[src/rtl/result_disp.sv]
// Signed calculator result to four-digit multiplexed 7-segment display.
// A conversion FSM (abs value + double-dabble) updates the digit registers
// atomically, while a free-running scan drives the digits one at a time.
module result_disp #(
  parameter int unsigned REFRESH_DIV = 50000
) (
  input  logic        clk,
  input  logic        rst,
  input  logic [10:0] data_in,
  input  logic        err,
  output logic [6:0]  seg,
  output logic [3:0]  an,
  output logic        busy
);

  localparam int unsigned CNT_W   = (REFRESH_DIV > 2) ? $clog2(REFRESH_DIV) : 1;
  localparam int unsigned SHIFT_N = 11;

  localparam logic [1:0] S_IDLE  = 2'd0;
  localparam logic [1:0] S_ABS   = 2'd1;
  localparam logic [1:0] S_SHIFT = 2'd2;
  localparam logic [1:0] S_LATCH = 2'd3;

  localparam logic [6:0] G_BLANK = 7'b1111111;
  localparam logic [6:0] G_MINUS = 7'b0111111;
  localparam logic [6:0] G_E     = 7'b0000110;
  localparam logic [6:0] G_R     = 7'b0101111;
  localparam logic [6:0] G_ZERO  = 7'b1000000;

  function automatic logic [6:0] glyph(input logic [3:0] d);
    case (d)
      4'd0:    glyph = 7'b1000000;
      4'd1:    glyph = 7'b1111001;
      4'd2:    glyph = 7'b0100100;
      4'd3:    glyph = 7'b0110000;
      4'd4:    glyph = 7'b0011001;
      4'd5:    glyph = 7'b0010010;
      4'd6:    glyph = 7'b0000010;
      4'd7:    glyph = 7'b1111000;
      4'd8:    glyph = 7'b0000000;
      4'd9:    glyph = 7'b0010000;
      default: glyph = G_BLANK;
    endcase
  endfunction

  logic [1:0]       state_q, state_d;
  logic [11:0]      shadow_q, shadow_d;
  logic             sign_q, sign_d;
  logic [11:0]      mag_q, mag_d;
  logic [15:0]      bcd_q, bcd_d;
  logic [3:0]       cnt_q, cnt_d;
  logic [CNT_W-1:0] refresh_q, refresh_d;
  logic [1:0]       idx_q, idx_d;
  logic [6:0]       dig_q [4];
  logic [6:0]       dig_d [4];
  logic [6:0]       seg_q, seg_d;
  logic [3:0]       an_q, an_d;
  logic             busy_q, busy_d;

  logic [15:0]      bcd_adj;
  logic [11:0]      sext;

  // Next-state logic for conversion FSM, scan counter and registered outputs.
  always_comb begin
    state_d   = state_q;
    shadow_d  = shadow_q;
    sign_d    = sign_q;
    mag_d     = mag_q;
    bcd_d     = bcd_q;
    cnt_d     = cnt_q;
    refresh_d = refresh_q;
    idx_d     = idx_q;
    for (int i = 0; i < 4; i++) dig_d[i] = dig_q[i];
    bcd_adj   = bcd_q;
    sext      = {shadow_q[10], shadow_q[10:0]};

    for (int i = 0; i < 4; i++) begin
      if (bcd_q[i*4 +: 4] >= 4'd5) bcd_adj[i*4 +: 4] = bcd_q[i*4 +: 4] + 4'd3;
    end

    case (state_q)
      S_IDLE: begin
        if ({err, data_in} != shadow_q) begin
          shadow_d = {err, data_in};
          state_d  = S_ABS;
        end
      end
      S_ABS: begin
        sign_d  = shadow_q[10];
        mag_d   = shadow_q[10] ? 12'(~sext + 12'd1) : sext;
        bcd_d   = '0;
        cnt_d   = '0;
        state_d = S_SHIFT;
      end
      S_SHIFT: begin
        // Magnitude never exceeds 1024, so bit 10 is the top bit fed in.
        bcd_d = {bcd_adj[14:0], mag_q[10]};
        mag_d = {mag_q[10:0], 1'b0};
        cnt_d = cnt_q + 4'd1;
        if (cnt_q == 4'(SHIFT_N - 1)) state_d = S_LATCH;
      end
      default: begin
        if (shadow_q[11] || (bcd_q[15:12] != 4'd0)) begin
          dig_d[3] = G_BLANK;
          dig_d[2] = G_E;
          dig_d[1] = G_R;
          dig_d[0] = G_R;
        end else begin
          dig_d[3] = sign_q ? G_MINUS : G_BLANK;
          dig_d[2] = (bcd_q[11:8] == 4'd0) ? G_BLANK : glyph(bcd_q[11:8]);
          dig_d[1] = (bcd_q[11:4] == 8'd0) ? G_BLANK : glyph(bcd_q[7:4]);
          dig_d[0] = glyph(bcd_q[3:0]);
        end
        state_d = S_IDLE;
      end
    endcase

    if (refresh_q == CNT_W'(REFRESH_DIV - 1)) begin
      refresh_d = '0;
      idx_d     = idx_q + 2'd1;
    end else begin
      refresh_d = refresh_q + CNT_W'(1);
    end

    seg_d  = dig_d[idx_d];
    an_d   = ~(4'b0001 << idx_d);
    busy_d = (state_d != S_IDLE);
  end

  // State and output registers; reset aborts any conversion and shows "   0".
  always_ff @(posedge clk or posedge rst) begin
    if (rst) begin
      state_q   <= S_IDLE;
      shadow_q  <= '0;
      sign_q    <= 1'b0;
      mag_q     <= '0;
      bcd_q     <= '0;
      cnt_q     <= '0;
      refresh_q <= '0;
      idx_q     <= '0;
      dig_q[3]  <= G_BLANK;
      dig_q[2]  <= G_BLANK;
      dig_q[1]  <= G_BLANK;
      dig_q[0]  <= G_ZERO;
      seg_q     <= G_ZERO;
      an_q      <= 4'b1110;
      busy_q    <= 1'b0;
    end else begin
      state_q   <= state_d;
      shadow_q  <= shadow_d;
      sign_q    <= sign_d;
      mag_q     <= mag_d;
      bcd_q     <= bcd_d;
      cnt_q     <= cnt_d;
      refresh_q <= refresh_d;
      idx_q     <= idx_d;
      for (int i = 0; i < 4; i++) dig_q[i] <= dig_d[i];
      seg_q     <= seg_d;
      an_q      <= an_d;
      busy_q    <= busy_d;
    end
  end

  assign seg  = seg_q;
  assign an   = an_q;
  assign busy = busy_q;

endmodule

[config.mk]
export PLATFORM = sky130hd
export DESIGN_NAME = result_disp
export DESIGN_NICKNAME = d
export VERILOG_FILES = /design/src/rtl/result_disp.sv
export SDC_FILE = /design/constraint.sdc
export NUM_CORES = 1
export LEC_CHECK = 0
export CAP_MARGIN = 40
export CORE_UTILIZATION = 35
export CTS_BUF_LIST = sky130_fd_sc_hd__clkbuf_8
export DETAILED_ROUTE_END_ITERATION = 16
export PLACE_DENSITY = 0.49
export SYNTH_ARGS = -nofsm -noshare
export SYNTH_HDL_FRONTEND = slang
export SYNTH_SLANG_ARGS = --single-unit
[constraint.sdc]
create_clock -name clk -period 4.1 [get_ports clk]
set_input_delay 0.82 -clock clk [delete_from_list [all_inputs] [get_ports clk]]
set_output_delay 0.82 -clock clk [all_outputs]
set_load 0.005 [all_outputs]
==> results.json <==
{
  "status": "finished, final reports clean",
  "cts_htree_levels": 3,
  "tns_ps": 0,
  "dp_slack_ps": 1340,
  "fin_area_sq_um": 6450,
  "layout_setup_ws_ps": 1610,
  "io_buffers": 25,
  "grt_pass1_wl_um": 21500,
  "crit_arrival_ps": 2750,
  "diodes": 0,
  "rsz0062_at_grt": "no",
  "peakVddDrop_mv": 0.348,
  "ys.flop_type": "dfrtp_1",
  "cts_buffers": 9,
  "cp_max_fo": 13,
  "cts_setup_buffers": 0,
  "worstReg2RegStart": "bcd_q[12]",
  "synth-async-reset-ratio_pct": 100,
  "p_leak_nw": 2.57,
  "clockBufferDepth": 2,
  "drive_gt1_share_pct": 14.6,
  "rows": 46,
  "die-width_um": 131,
  "r2r_slack_ps": 1610,
  "ys_ff_latch": 104,
  "post_cts_resize_count": 0,
  "path_delay_family": "simple AND/OR/NAND/NOR gates",
  "cts-root-buf": "clkbuf_8",
  "end_kind": "register",
  "io_pins": 26,
  "synth.distinct_cells": 62,
  "antenna_left": 0,
  "fin_crit_ps": 2490,
  "pwr_density_cell_nw_per_um2": 671,
  "wl_per_cell_um": 15.2,
  "grtUsageTotal_pct": 16.3,
  "gp_congestion": 0.808,
  "drt_iter0_drc": 260,
  "hp-start": "sign_q",
  "cts_tree": "done",
  "ys_warn_count": 0,
  "drc": 0,
  "hp-class": "reg -> reg",
  "seq_area_frac_synth_pct": 45.5,
  "switching_share_pct": 39.4,
  "slew_viol_final": 0,
  "path_class": "reg -> reg",
  "initial_core_util_pct": 36.2,
  "dieArea_sq_um": 17100,
  "clockPowerShare_pct": 16.7,
  "r2r_cells": 7,
  "clkSinkCount": 104,
  "clkTransAtPathRegs_ps": 90,
  "dpl_cell_area_sq_um": 6230,
  "cap_violations": 0,
  "worstHoldEndpoint": "dig_q[6]",
  "max_freq_mhz": 402,
  "internal_power_mw": 2.62,
  "hold_viol": 0,
  "combinationalPowerShare_pct": 44.8,
  "grt_pass1_vias": 4103,
  "min_path_cells": 1,
  "worstPathRequired_ps": 4360,
  "num_vias": 4162,
  "final_nets": 639,
  "drt_pass1_iterations": 4,
  "cts_hold_buffers": 0,
  "power_switching_mw": 1.70,
  "setup_viol": 0,
  "seqPwrFrac_pct": 38.5,
  "path_buf_inv": 1,
  "netlist_area_sq_um": 5790,
  "synth_edf_count": 0,
  "core_area_sq_um": 16000,
  "fin_worst_skew_ps": 16.1,
  "synth_area_per_cell_sq_um": 9.81,
  "critPathMaxStageDelay_ps": 620,
  "start_kind": "register",
  "grt_overflow_total": 0,
  "area_growth_pct": 11.4,
  "post-dp-hpwl_um": 8760,
  "worstPathCellList": "inv_1, ha_1, nor4b_4, nand3_1, o22ai_1, o21ai_0, mux4_2",
  "drt_wl_total_um": 12400,
  "via_per_inst": 5.08,
  "synth_nets": 631,
  "maxSlewHeadroom_pct": 45.1,
  "worstMarginPinSlew_ps": 824,
  "critPathSlowestCell": "nor4b_4",
  "r2r-end": "seg[1]",
  "grt_max_degree": 70,
  "clk_latency_ps": 380,
  "antenna_found_initial": 0,
  "post-route-period-util_pct": 60.7,
  "syn_inst": 590,
  "die_h_um": 131
}
kinds of logic (layout without fill, tap and decap cells):
| group | Yosys count | after routing | synth area share [%] |
|---|---|---|---|
| simple gates | 177 | 177 | 17.4 |
| compound gates | 139 | 139 | 14.9 |
| flops | 104 | 104 | 45.5 |
| buf+inv | 77 | 90 | 5.19 |
| xor+xnor | 40 | 40 | 6.05 |
| fa+ha+maj | 27 | 27 | 5.84 |
| mux | 26 | 26 | 5.14 |
worst max-delay path by stage:
stage / startpoint / to / slack (ps) / cells after the start
floorplan: rst / an[0] / 590 / 1
global placement: data_in[0] / busy / 1410 / 6
detailed placement: data_in[0] / busy / 1340 / 6
CTS: bcd_q[12] / seg[1] / 1600 / 7
global route: bcd_q[12] / seg[1] / 1340 / 7
finish: bcd_q[12] / seg[1] / 1610 / 7
cells in the final DEF (no fill, tap or decap), types with 6 or more instances in the layout:
| master | netlist | layout |
|---|---|---|
| a21oi_1 | 23 | 23 |
| a31oi_1 | 12 | 12 |
| and2_1 | 6 | 6 |
| clkbuf_8 | 0 | 11 |
| clkdlybuf4s50_1 | 0 | 25 |
| dfrtp_1 | 78 | 78 |
| dfstp_2 | 26 | 26 |
| ha_1 | 27 | 27 |
| inv_1 | 44 | 45 |
| mux2_2 | 20 | 20 |
| nand2_1 | 34 | 34 |
| nand2b_1 | 13 | 13 |
| nand3_1 | 16 | 16 |
| nand4_1 | 9 | 9 |
| nor2_1 | 45 | 45 |
| nor2b_1 | 10 | 10 |
| o21ai_0 | 44 | 44 |
| o22ai_1 | 28 | 28 |
| or2_2 | 10 | 10 |
| xnor2_1 | 32 | 32 |
| xor2_1 | 8 | 8 |
cell usage after synthesis, types with 5 or more instances:
library cell / instances / area [sq um]
ha_1: 27 / 338
nand4_1: 9 / 56.3
or2_2: 10 / 62.6
dfrtp_1: 78 / 1950
nor2_1: 45 / 169
inv_1: 44 / 165
mux2_2: 20 / 225
a21oi_1: 23 / 115
xor2_1: 8 / 70.1
o22ai_1: 28 / 175
o21ai_0: 44 / 220
and2_1: 6 / 37.5
nand2b_1: 13 / 81.3
xnor2_1: 32 / 280
mux2i_1: 5 / 50.1
clkbuf_1: 25 / 93.8
nand2_1: 34 / 128
dfstp_2: 26 / 683
nor2b_1: 10 / 62.6
a31oi_1: 12 / 75.1
nand3_1: 16 / 80.1
o31ai_1: 5 / 37.5
final cells by class:
cell class | count | area, sq um
Clock buffer | 11 | 151
Multi-Input combinational cell | 409 | 2850
Clock inverter | 5 | 72.6
Sequential cell | 104 | 2640
Inverter | 44 | 168
Timing Repair Buffer | 30 | 300
Tap cell | 216 | 270
Fill cell | 1611 | 9550
state kept, by name, summed over array words and instances (netlist names):
name and count:
state_q 2, dig_q 28, cnt_q 4, shadow_q 12, idx_q 2, seg 7
sign_q 1, refresh_q 16, mag_q 11, busy 1, an 4, bcd_q 16
power by group through the flow:
| stage | clock, mW | combinational (mW) | sequential [mW] |
|---|---|---|---|
| after floorplan | 0 | 1.54 | 1.56 |
| after global placement | 0 | 1.92 | 1.68 |
| after detailed placement | 0 | 1.96 | 1.69 |
| after CTS | 0.763 | 1.96 | 1.67 |
| final | 0.723 | 1.94 | 1.67 |
| after global routing | 0.802 | 2.20 | 1.72 |
stage by stage:
stage	power (mW)	instances	hold WS, ps	util (%)
2_1_floorplan	3.10	590	419	-
3_3_place_gp	3.61	803	458	38.9
3_5_place_dp	3.64	803	466	38.9
4_1_cts	4.40	819	482	40.3
5_1_grt	4.72	819	496	40.3
6_report	4.33	819	477	40.3
routing by layer:
layer	GRT usage (%)	up-vias	routed length [um]
li1	-	2079	-
met1	22.6	2034	6290
met2	25.1	43	5780
met3	4.19	6	265
met4	4.60	0	102
met5	0	-	0
Note: power is estimated with default switching activity, not from simulation.
